File: src/rtl/run_step_controller_if.sv
// Core-side bus of the run/step controller: program counter and breakpoint
// inputs in, clock-enable and status out.
interface run_step_controller_if #(
    parameter int PC_WIDTH = 8
);
  logic [PC_WIDTH-1:0] pc;
  logic [PC_WIDTH-1:0] bp_addr;
  logic                bp_valid;
  logic                halt_req;
  logic                cpu_en;
  logic [1:0]          mode;
  logic [7:0]          step_count;

  modport master (
    input  pc, bp_addr, bp_valid, halt_req,
    output cpu_en, mode, step_count
  );

  modport slave (
    output pc, bp_addr, bp_valid, halt_req,
    input  cpu_en, mode, step_count
  );
endinterface

File: src/rtl/run_step_controller.sv
// Run/single-step/breakpoint sequencer: debounces the step and run buttons and
// gates the core clock-enable in RUN, STEP, HALT and BREAK modes.
module run_step_controller #(
  parameter int DEBOUNCE_CYCLES = 500000,
  parameter int PC_WIDTH        = 8
) (
  input  logic                    clk,
  input  logic                    reset,
  input  logic                    step_pin,
  input  logic                    run_pin,
  run_step_controller_if.master   bus
);

  localparam int CNT_W = ($clog2(DEBOUNCE_CYCLES) > 0) ? $clog2(DEBOUNCE_CYCLES) : 1;
  localparam logic [CNT_W-1:0] CNT_MAX = CNT_W'(DEBOUNCE_CYCLES - 1);

  typedef enum logic [1:0] {
    S_HALT  = 2'b00,
    S_RUN   = 2'b01,
    S_STEP  = 2'b10,
    S_BREAK = 2'b11
  } state_t;

  logic [1:0] pins;
  logic [1:0] evt;
  logic       step_evt;
  logic       run_evt;

  assign pins     = {run_pin, step_pin};
  assign step_evt = evt[0];
  assign run_evt  = evt[1];

  // One debouncer per button; a press fires once, on release, after a full
  // DEBOUNCE_CYCLES run of low samples.
  genvar gi;
  generate
    for (gi = 0; gi < 2; gi++) begin : g_deb
      logic [CNT_W-1:0] cnt_reg;
      logic             armed_reg;
      logic             evt_reg;

      always_ff @(posedge clk) begin
        if (reset) begin
          cnt_reg   <= '0;
          armed_reg <= 1'b0;
          evt_reg   <= 1'b0;
        end else begin
          evt_reg <= pins[gi] && armed_reg;
          if (!pins[gi]) begin
            if (cnt_reg == CNT_MAX)
              armed_reg <= 1'b1;
            else
              cnt_reg <= cnt_reg + CNT_W'(1);
          end else begin
            cnt_reg   <= '0;
            armed_reg <= 1'b0;
          end
        end
      end

      assign evt[gi] = evt_reg;
    end
  endgenerate

  state_t              state_reg, state_next;
  logic                from_break_reg, from_break_next;
  logic                mask_reg, mask_next;
  logic [7:0]          step_count_reg;
  logic                cpu_en;
  logic                hit;
  logic [PC_WIDTH-1:0] pc_cur;

  assign pc_cur = bus.pc;
  assign hit    = bus.bp_valid && (pc_cur == bus.bp_addr) && !mask_reg;

  always_comb begin
    state_next      = state_reg;
    from_break_next = from_break_reg;
    cpu_en          = 1'b0;
    case (state_reg)
      S_HALT: begin
        if (step_evt) begin
          state_next      = S_STEP;
          from_break_next = 1'b0;
        end else if (run_evt) begin
          state_next = S_RUN;
        end
      end
      S_STEP: begin
        cpu_en     = 1'b1;
        state_next = from_break_reg ? S_BREAK : S_HALT;
      end
      S_RUN: begin
        // Gate combinationally so the breakpoint/HALT instruction never executes.
        cpu_en = !hit && !bus.halt_req;
        if (hit)
          state_next = S_BREAK;
        else if (bus.halt_req)
          state_next = S_HALT;
        else if (run_evt)
          state_next = S_HALT;
      end
      S_BREAK: begin
        if (step_evt) begin
          state_next      = S_STEP;
          from_break_next = 1'b1;
        end else if (run_evt) begin
          state_next = S_RUN;
        end
      end
      default: state_next = S_HALT;
    endcase
    // Suppress the breakpoint for the first RUN cycle so resuming at bp_addr moves on.
    mask_next = (state_next == S_RUN) && (state_reg != S_RUN);
  end

  always_ff @(posedge clk) begin
    if (reset) begin
      state_reg      <= S_HALT;
      from_break_reg <= 1'b0;
      mask_reg       <= 1'b0;
      step_count_reg <= 8'd0;
    end else begin
      state_reg      <= state_next;
      from_break_reg <= from_break_next;
      mask_reg       <= mask_next;
      if (cpu_en)
        step_count_reg <= step_count_reg + 8'd1;
    end
  end

  assign bus.cpu_en     = cpu_en;
  assign bus.mode       = state_reg;
  assign bus.step_count = step_count_reg;

endmodule

File: src/flat_wrapper.sv
// flat-port wrapper written by rule: the top's interface ports become plain ports
module run_step_controller_flat 
#(
  parameter int DEBOUNCE_CYCLES = 500000,
  parameter int PC_WIDTH        = 8
)
  (clk, reset, step_pin, run_pin, bus_pc, bus_bp_addr, bus_bp_valid, bus_halt_req, bus_cpu_en, bus_mode, bus_step_count);
  run_step_controller_if #(.PC_WIDTH(PC_WIDTH)) bus_i ();
  input  logic clk;
  input  logic reset;
  input  logic step_pin;
  input  logic run_pin;
  input wire logic [$bits(bus_i.pc)-1:0] bus_pc;
  input wire logic [$bits(bus_i.bp_addr)-1:0] bus_bp_addr;
  input wire logic [$bits(bus_i.bp_valid)-1:0] bus_bp_valid;
  input wire logic [$bits(bus_i.halt_req)-1:0] bus_halt_req;
  output wire logic [$bits(bus_i.cpu_en)-1:0] bus_cpu_en;
  output wire logic [$bits(bus_i.mode)-1:0] bus_mode;
  output wire logic [$bits(bus_i.step_count)-1:0] bus_step_count;
  assign bus_i.pc = bus_pc;
  assign bus_i.bp_addr = bus_bp_addr;
  assign bus_i.bp_valid = bus_bp_valid;
  assign bus_i.halt_req = bus_halt_req;
  assign bus_cpu_en = bus_i.cpu_en;
  assign bus_mode = bus_i.mode;
  assign bus_step_count = bus_i.step_count;
  run_step_controller #(.DEBOUNCE_CYCLES(DEBOUNCE_CYCLES), .PC_WIDTH(PC_WIDTH)) u_core (.clk(clk), .reset(reset), .step_pin(step_pin), .run_pin(run_pin), .bus(bus_i));
endmodule
File: config.mk
export PLATFORM = sky130hd
export DESIGN_NAME = run_step_controller_flat
export DESIGN_NICKNAME = d
export VERILOG_FILES = /design/src/rtl/run_step_controller_if.sv /design/src/rtl/run_step_controller.sv /design/src/flat_wrapper.sv
export SDC_FILE = /design/constraint.sdc
export NUM_CORES = 1
export LEC_CHECK = 0
export ABC_AREA = 1
export ABC_CLOCK_PERIOD_IN_PS = 2200
export CAP_MARGIN = 10
export CORE_MARGIN = 4
export CORE_UTILIZATION = 40
export CTS_CLUSTER_DIAMETER = 200
export DETAILED_ROUTE_END_ITERATION = 12
export GPL_ROUTABILITY_DRIVEN = 1
export GPL_TIMING_DRIVEN = 0
export PLACE_DENSITY = 0.64
export SYNTH_ARGS = -nofsm -noshare
export SYNTH_HDL_FRONTEND = slang
export SYNTH_SLANG_ARGS = --single-unit
File: constraint.sdc
create_clock -name clk -period 2.2 [get_ports clk]
set_input_delay 0.44 -clock clk [delete_from_list [all_inputs] [get_ports clk]]
set_output_delay 0.44 -clock clk [all_outputs]
set_load 0.01 [all_outputs]
==> results of run 1 <==
[area by class of cell]
class / instances / area (um2)
Timing Repair Buffer: 39 / 367
Clock buffer: 5 / 68.8
Multi-Input combinational cell: 283 / 1540
Fill cell: 682 / 3390
Tap cell: 96 / 120
Buffer: 3 / 11.3
Sequential cell: 54 / 1090
Clock inverter: 3 / 26.3
Inverter: 69 / 264
[per-layer routing]
layer / share of wire / GRT usage / vias to the layer above
met5: 0 / 0 / -
met4: 0.013 / 0.0452 / 0
met3: 0.053 / 0.0366 / 6
met2: 0.44 / 0.237 / 53
met1: 0.49 / 0.182 / 1167
li1: - / - / 1423
[how the worst max path moves through the flow]
stage / from / to / slack [ps] / cells past startpoint
3_5_place_dp: bus_pc[1] / bus_cpu_en / -600 / 11
6_report: u_core.bus.mode[1]$_SDFF_PP0_ / bus_cpu_en / 100 / 9
5_1_grt: u_core.bus.mode[1]$_SDFF_PP0_ / bus_cpu_en / 3 / 9
3_3_place_gp: bus_bp_addr[5] / bus_cpu_en / -580 / 11
4_1_cts: bus_bp_addr[7] / bus_cpu_en / 9 / 11
2_1_floorplan: u_core.bus.mode[0]$_SDFF_PP0_ / bus_cpu_en / 400 / 7
[kinds of logic (layout without fill, tap and decap cells)]
logic type,count (synthesis),after routing,synth area share
adders and majority gates,7,7,0.0305
buffers and inverters,73,119,0.0953
and+or+nand+nor,204,204,0.346
xor gates and xnor gates,13,13,0.0396
AOI/OAI and AO/OA,59,59,0.112
DFF,54,54,0.376
[synth_stat cells, drive strengths merged (7+ instances only)]
| master | n |
|---|---|
| nand3 | 29 |
| xor2 | 10 |
| dfxtp | 54 |
| nand4 | 15 |
| o21ai | 16 |
| a21oi | 31 |
| nand2 | 83 |
| ha | 7 |
| nor3 | 13 |
| inv | 68 |
| nor2 | 50 |
[critical path, delay by kind of cell (launching register included)]
kind                     cells  cell delay, ps
AO/OA/AOI/OAI                1             190
AND/OR/NAND/NOR              3             380
flip-flops                   1             380
buffers and inverters        4             270
adder cells (fa/ha/maj)      1             130
[placed cells by master, fill, tap and decap left out, types with 5 or more instances in the layout]
| cell | synthesis | final |
|---|---|---|
| xor2_1 | 10 | 10 |
| nor3_1 | 10 | 10 |
| clkbuf_8 | 0 | 5 |
| nor2_1 | 46 | 46 |
| nand3_1 | 28 | 28 |
| buf_4 | 0 | 7 |
| a31oi_1 | 5 | 5 |
| a21oi_1 | 31 | 31 |
| inv_2 | 6 | 5 |
| clkdlybuf4s50_1 | 0 | 19 |
| o21ai_0 | 14 | 14 |
| dfxtp_1 | 54 | 52 |
| inv_1 | 62 | 61 |
| ha_1 | 7 | 6 |
| dlygate4sd2_1 | 0 | 10 |
| nand4_1 | 14 | 14 |
| nand2_1 | 79 | 79 |
[what timing repair did]
action / CTS / global route
gates resized for setup: 18 / 9
pin swaps: 6 / 5
endpoints found under the setup margin: 1 / 1
buffers inserted: 4 / 3
[where the power goes]
| group | switching, mW | total, mW | internal, mW |
|---|---|---|---|
| sequential | 0.00408 | 0.983 | 0.979 |
| combinational | 0.0439 | 0.0860 | 0.0421 |
| clock | 0.340 | 0.571 | 0.231 |
| total | 0.388 | 1.64 | 1.25 |
[metrics by stage]
stage | hold slack (ps) | TNS, ps | cell area [um2]
floorplan | 410 | 0 | 2870
global placement | 421 | -578 | 3310
detailed placement | 429 | -600 | 3310
CTS | 446 | 0 | 3430
global route | 477 | 0 | 3480
finish | 446 | 0 | 3480
==> flow_summary.yaml, run 1 <==
run_status:
  status: "complete, no violations"
placed_design:
  io_buffers: 32
  gp_congestion: 0.818
  pre_cts_ws_ps: -600
  hpwl_mm: 4.52
  placed_cells: 538
drt:
  drc_errors: 0
  via_count: 2649
  viasPerCell: 4.80
  wl_per_cell_um: 10.9
  first_pass_iters: 4
  drt-total-wl_mm: 6.01
  drtIter0Drc: 115
  antenna_left: 0
critical_path:
  worst-setup-path-type: "reg -> out"
  r2r_slack_ps: 420
  cp-end-kind: "primary output"
  crit_chain: "inv_4, ha_4, inv_1, or2_1, o21bai_2, nand2_2, nand2_4, inv_4, buf_6"
  cp.required_ps: 1760
  r2r_cells: 8
  r2r-start: "u_core.bus.mode[0]$_SDFF_PP0_"
  startpoint_type: "flip-flop"
  r2r_end: "u_core.mask_reg$_SDFF_PP0_"
  crit_fanout: 4
  slowest_delay_ps: 380
  critical_path_arrival_ps: 1660
  critPathMostFrequentCell: "inv_4"
  slowest_stage: "dfxtp_4"
yosys:
  synth_edf_count: 0
  synthCells: 410
  yosysUniqueCellTypes: 41
  avgSynthCellArea_um2: 7.01
  synth_flop_cell: "dfxtp_1"
  synth-seq-area-share: 0.376
  synth-seq-cells: 54
  syn_nets: 439
  ys_warn_count: 0
  synthTopCellsByArea: "dfxtp_1 38%, nand2_1 10%, inv_1 8.1%"
  synth_top_area_cell: "dfxtp_1"
  async_reset_ff_frac: 0
  synth_top_cell_area_share: 0.376
  syn-cell-area_um2: 2870
sta:
  relSlewSlack: 0.579
  hold_violations: 0
  finalSetupViolCount: 0
  max_freq_mhz: 475
  skew_ps: 16.1
  period_share: 0.957
  tightest_slew_ps: 630
  min_period_ps: 2100
  maxSlewViolCount: 0
  setup_slack_ps: 95.3
  rsz0062_at_grt: "false"
power_and_ir_drop:
  worst_ir_drop_vdd_mv: 0.240
  total_leakage_power_nw: 1.42
  power_mw: 1.64
  power_density_nw_per_um2: 471
layout:
  area_growth_pct: 21.2
  drive_gt1_frac: 0.0987
  nNetsFinal: 484
  diodes: 0
  fin_cells: 552
  largest_register_ffs: 38
  fin_util: 0.507
clocking:
  ctsHoldBuffers: 0
  root_buffer: "clkbuf_8"
  cts_tree: "built"
  cts_buffers: 5
  cts_buffer_depth: 2
  cts.sinks: 54
  clk_latency_ps: 310
  h-tree-depth: 2
  clk_pin_slew_worst_paths_ps: 110
hold_path:
  whs_path_depth: 2
  hold-path-endpoint: "u_core.g_deb[0].evt_reg$_SDFF_PP0_"
  worstHoldStart: "u_core.g_deb[0].armed_reg$_SDFFE_PP0N_"
  worstHoldPathType: "reg -> reg"
floorplanning:
  core-area_um2: 6870
  die_y_um: 92.8
  ios: 33
  row_count: 30
  die-area_um2: 8610
  die_w_um: 92.8
  initial_utilization: 0.418
grt:
  grt_overflow_total: 0
  grt_max_degree: 19
  grt_usage: 0.143
  grt_pass1_wl_mm: 10.3
  grt_pass1_vias: 2389
  antenna_found_initial: 0
flow_run:
  maxCapViolations: 0
No activity file was read; power rests on OpenSTA's default activity.
==> inputs of run 2 (changes only) <==
--- a/config.mk
+++ b/config.mk
@@ -8,13 +8,15 @@
 export ABC_AREA = 1
 export ABC_CLOCK_PERIOD_IN_PS = 2200
 export CAP_MARGIN = 10
+export CELL_PAD_IN_SITES_DETAIL_PLACEMENT = 1
+export CELL_PAD_IN_SITES_GLOBAL_PLACEMENT = 1
 export CORE_MARGIN = 4
 export CORE_UTILIZATION = 40
 export CTS_CLUSTER_DIAMETER = 200
 export DETAILED_ROUTE_END_ITERATION = 12
 export GPL_ROUTABILITY_DRIVEN = 1
 export GPL_TIMING_DRIVEN = 0
-export PLACE_DENSITY = 0.64
+export PLACE_DENSITY = 0.83
 export SYNTH_ARGS = -nofsm -noshare
 export SYNTH_HDL_FRONTEND = slang
 export SYNTH_SLANG_ARGS = --single-unit
==> flow_summary.yaml, run 2 (same netlist as run 1, synthesis figures left out) <==
run_status:
  status: "complete, no violations"
hold_path:
  worstHoldPathType: "reg -> reg"
power_and_ir_drop:
  power_density_nw_per_um2: 511
  power_mw: 1.79
  pwr-share-clk: 0.401
  swShare: 0.237
  worst_ir_drop_vdd_mv: 0.258
  intPower_mw: 1.37
  total_leakage_power_nw: 1.42
  seqPwrFrac: 0.549
  pwr-share-comb: 0.050
  power.switching_mw: 0.424
clocking:
  h-tree-depth: 2
  clk_latency_ps: 330
  clk_pin_slew_worst_paths_ps: 110
  ctsHoldBuffers: 0
  cts_tree: "built"
  cts_buffer_depth: 2
  root_buffer: "clkbuf_8"
  cts_buffers: 5
  cts.sinks: 54
drt:
  first_pass_iters: 6
  antenna_left: 0
  drt-total-wl_mm: 7.54
  viasPerCell: 4.99
  wl_per_cell_um: 13.7
  drtIter0Drc: 78
  via_count: 2757
  drc_errors: 0
floorplanning:
  die-area_um2: 8610
  initial_utilization: 0.418
  ios: 33
  die_y_um: 92.8
  row_count: 30
  die_w_um: 92.8
  core-area_um2: 6870
sta:
  maxSlewViolCount: 0
  max_freq_mhz: 466
  period_share: 0.976
  min_period_ps: 2150
  hold_violations: 0
  relSlewSlack: 0.597
  tightest_slew_ps: 603
  skew_ps: 8.79
  finalSetupViolCount: 0
placed_design:
  io_buffers: 32
  gp_congestion: 0.832
  hpwl_mm: 5.53
  placed_area_um2: 3310
critical_path:
  startpoint_type: "input pin"
  cp.required_ps: 1760
  worst-setup-path-type: "in -> out"
  cp-end-kind: "primary output"
  crit_fanout: 2
  critical_path_arrival_ps: 1710
layout:
  largest_register_ffs: 38
  final_common_cell: "nand2_1"
  diodes: 0
  fillCellCount: 914
  drive_gt1_frac: 0.103
  area_growth_pct: 22.1
  final_cell_mix: "79 x nand2_1, 61 x inv_1, 52 x dfxtp_1, 46 x nor2_1, 31 x a21oi_1"
  nNetsFinal: 484
  design_area_um2: 3510
flow_run:
  maxCapViolations: 0
grt:
  grt_pass1_vias: 2839
  grt_overflow_total: 0
  grt_usage: 0.180
  grt_max_degree: 19
  grt_pass1_wl_mm: 12.7
  antenna_found_initial: 0
==> run 2: changes by cell type in the layout (fill, tap and decap cells not counted), sizes merged <==
cell,before,now
bufinv,0,1
dlygate4sd2,10,11
clkinv,4,1
inv,68,69
dlymetal6s2s,2,1
clkinvlp,0,1
==> run 2: power by group through the flow <==
| stage | combinational (mW) | sequential (mW) | clock, mW |
|---|---|---|---|
| after floorplan | 0.0406 | 1.01 | 0 |
| after global placement | 0.0926 | 1.01 | 0 |
| after CTS | 0.0909 | 0.985 | 0.736 |
| after global routing | 0.102 | 0.986 | 0.775 |
| after detailed placement | 0.0971 | 1.01 | 0 |
| final | 0.0906 | 0.985 | 0.719 |
==> run 2: layout make-up <==
cell class | instances | area [um2] | area share
plain buffers | 3 | 11.3 | 0.00321
clock buffers | 5 | 68.8 | 0.0196
clock inverters | 3 | 48.8 | 0.0139
inverters | 69 | 262 | 0.0745
multi-input cells | 283 | 1550 | 0.442
flip-flops and latches | 54 | 1080 | 0.309
well taps | 96 | 120 | 0.0342
repair buffers | 39 | 363 | 0.103
==> run 2: worst max-delay path: stages <==
cell and delay [ps]:
clkdlybuf4s50_1 410, xor2_1 170, nor2_1 100, nand2_1 110, o21bai_4 150, nand2_2 90
nand2_4 90, inv_4 40, buf_6 110
==> run 2: per-layer routing <==
layer / track usage / vias to the layer above / part of all wire / wire (um)
met1: 0.207 / 1295 / 0.46 / 3440
met2: 0.332 / 34 / 0.50 / 3750
met5: 0 / - / 0 / 0
li1: - / 1420 / - / -
met3: 0.0357 / 8 / 0.034 / 253
met4: 0.0562 / 0 / 0.013 / 95
==> run 2: metrics by stage <==
stage,TNS (ps),setup WS (ps),std cells,hold WS (ps),utilization
2_1_floorplan,0,400,410,410,-
3_3_place_gp,-586,-586,538,416,0.483
3_5_place_dp,-656,-590,538,425,0.483
4_1_cts,0,9.33,550,442,0.505
5_1_grt,-33.8,-33.8,552,474,0.511
6_report,0,53.2,552,440,0.511
==> run 2: what timing repair did <==
item,CTS,global route
gates cloned,0,0
setup endpoints to repair,1,1
pin swaps,8,3
gates resized for setup,22,5
buffers inserted,5,2
==> run 2: worst paths after layout <==
kind	to	slack [ps]	depth (start not counted)	start
max	bus_cpu_en	50	9	bus_bp_addr[2]
min	u_core.g_deb[0].evt_reg$_SDFF_PP0_	440	2	u_core.g_deb[0].armed_reg$_SDFFE_PP0N_
max reg2reg	u_core.mask_reg$_SDFF_PP0_	470	8	u_core.bus.mode[0]$_SDFF_PP0_
min reg2reg	u_core.g_deb[0].evt_reg$_SDFF_PP0_	440	2	u_core.g_deb[0].armed_reg$_SDFFE_PP0N_
==> inputs of run 3 (changes only) <==
--- a/config.mk
+++ b/config.mk
@@ -16,7 +16,7 @@
 export DETAILED_ROUTE_END_ITERATION = 12
 export GPL_ROUTABILITY_DRIVEN = 1
 export GPL_TIMING_DRIVEN = 0
-export PLACE_DENSITY = 0.83
+export PLACE_DENSITY_LB_ADDON = 0.1
 export SYNTH_ARGS = -nofsm -noshare
 export SYNTH_HDL_FRONTEND = slang
 export SYNTH_SLANG_ARGS = --single-unit
==> flow_summary.yaml, run 3 (same netlist as run 1, synthesis figures left out) <==
layout:
  ff_latch_area_um2: 1090
  diodes: 0
  drive_gt1_frac: 0.0945
  largest_register_ffs: 38
  nNetsFinal: 483
  multi_input_area_um2: 1540
  final_cell_mix: "79 x nand2_1, 61 x inv_1, 52 x dfxtp_1, 46 x nor2_1, 31 x a21oi_1"
  fin_cells: 551
  fillCellCount: 898
  final_common_cell: "nand2_1"
  design_area_um2: 3470
  area_growth_pct: 20.9
drt:
  drt-total-wl_mm: 7.07
  viasPerCell: 4.98
  drtIter0Drc: 65
  via_count: 2742
  antenna_left: 0
  first_pass_iters: 4
  drc_errors: 0
  wl_per_cell_um: 12.8
clocking:
  root_buffer: "clkbuf_8"
  cts_buffers: 5
  h-tree-depth: 2
  clk_pin_slew_worst_paths_ps: 100
  cts.sinks: 54
  cts_buffer_depth: 2
  clk_latency_ps: 310
  cts_tree: "built"
placed_design:
  hpwl_mm: 5.44
  gp_congestion: 0.824
  placed_area_um2: 3310
  io_buffers: 32
  placed_cells: 538
critical_path:
  slowest_delay_ps: 470
  worst-setup-path-type: "in -> out"
  crit_fanout: 2
  startpoint_type: "input pin"
  critical_path_arrival_ps: 1670
  cp-end-kind: "primary output"
  critPathTopFamily: "buffers and inverters"
  slowest_stage: "clkdlybuf4s50_1"
  cp.required_ps: 1760
  crit_chain: "clkdlybuf4s50_1, xnor2_1, nand2_1, o21bai_1, nand2_2, nand2_4, inv_4, buf_6"
  cp_num_buf_inv: 3
floorplanning:
  die_y_um: 92.8
  die_w_um: 92.8
  initial_utilization: 0.418
  row_count: 30
  ios: 33
  core-area_um2: 6870
  die-area_um2: 8610
sta:
  period_share: 0.959
  finalSetupViolCount: 0
  rsz0062_at_grt: "false"
  maxSlewViolCount: 0
  min_period_ps: 2110
  max_freq_mhz: 474
  relSlewSlack: 0.561
  tightest_slew_ps: 656
  hold_violations: 0
  skew_ps: 7.03
run_status:
  status: "complete, no violations"
hold_path:
  worstHoldPathType: "reg -> reg"
flow_run:
  maxCapViolations: 0
grt:
  grt_pass1_vias: 2778
  antenna_found_initial: 0
  grt_usage: 0.174
  grt_max_degree: 18
  grt_overflow_total: 0
  grt_pass1_wl_mm: 12.4
power_and_ir_drop:
  worst_ir_drop_vdd_mv: 0.347
  power_density_nw_per_um2: 473
  total_leakage_power_nw: 1.43
## run 3: cell type report
class / count / area share
inverter: 69 / 0.0753
clock inverter: 2 / 0.00504
clock buffer: 6 / 0.0209
timing repair buffer: 38 / 0.105
sequential: 54 / 0.313
multi-input combinational: 283 / 0.443
tap: 96 / 0.0346
buffer: 3 / 0.00324
## run 3: path summary, 6_finish.rpt
check / cells past startpoint / slack, ps / endpoint / startpoint
max: 8 / 90 / bus_cpu_en / bus_pc[6]
min: 2 / 450 / u_core.g_deb[1].evt_reg$_SDFF_PP0_ / u_core.g_deb[1].armed_reg$_SDFFE_PP0N_
max reg2reg: 8 / 420 / u_core.mask_reg$_SDFF_PP0_ / u_core.bus.mode[0]$_SDFF_PP0_
min reg2reg: 2 / 450 / u_core.g_deb[1].evt_reg$_SDFF_PP0_ / u_core.g_deb[1].armed_reg$_SDFFE_PP0N_
## run 3: power by group
group / internal [mW] / switching [mW]
Clock: 0.232 / 0.341
Combinational: 0.0429 / 0.0463
Sequential: 0.978 / 0.00410
Total: 1.25 / 0.391
## run 3: worst register-to-register path, stage by stage (launching register included)
cell	delay (ps)
dfxtp_4	390
inv_1	60
ha_1	590
inv_1	130
a22oi_1	230
nand2_1	70
nand2_1	80
nand3_1	70
nor2_1	90
## run 3: what timing repair did
action | 4_1_cts | 5_1_grt
pin swaps | 8 | 7
gates resized for setup | 19 | 10
hold endpoints to repair | 0 | 0
setup endpoints to repair | 1 | 1
hold buffers | 0 | 0
setup buffers | 4 | 2
## run 3: metal layers
layer  global-route usage  up-vias  share of wire  routed length, um
li1                     -     1419              -                  -
met1                0.211     1288           0.46               3260
met2                0.308       28           0.50               3540
met3               0.0349        7          0.027                188
met4               0.0537        0          0.010                 73
met5                    0        -              0                  0
## run 3: metrics by stage
stage	hold WS [ps]	TNS (ps)	total power, mW	util	worst slack [ps]
after global routing	477	0	1.73	0.506	6.12
after global placement	423	-592	1.10	0.483	-558
after floorplan	410	0	1.05	-	400
after detailed placement	430	-1090	1.10	0.483	-617
final	452	0	1.64	0.506	89.3
after CTS	456	0	1.69	0.499	0.751
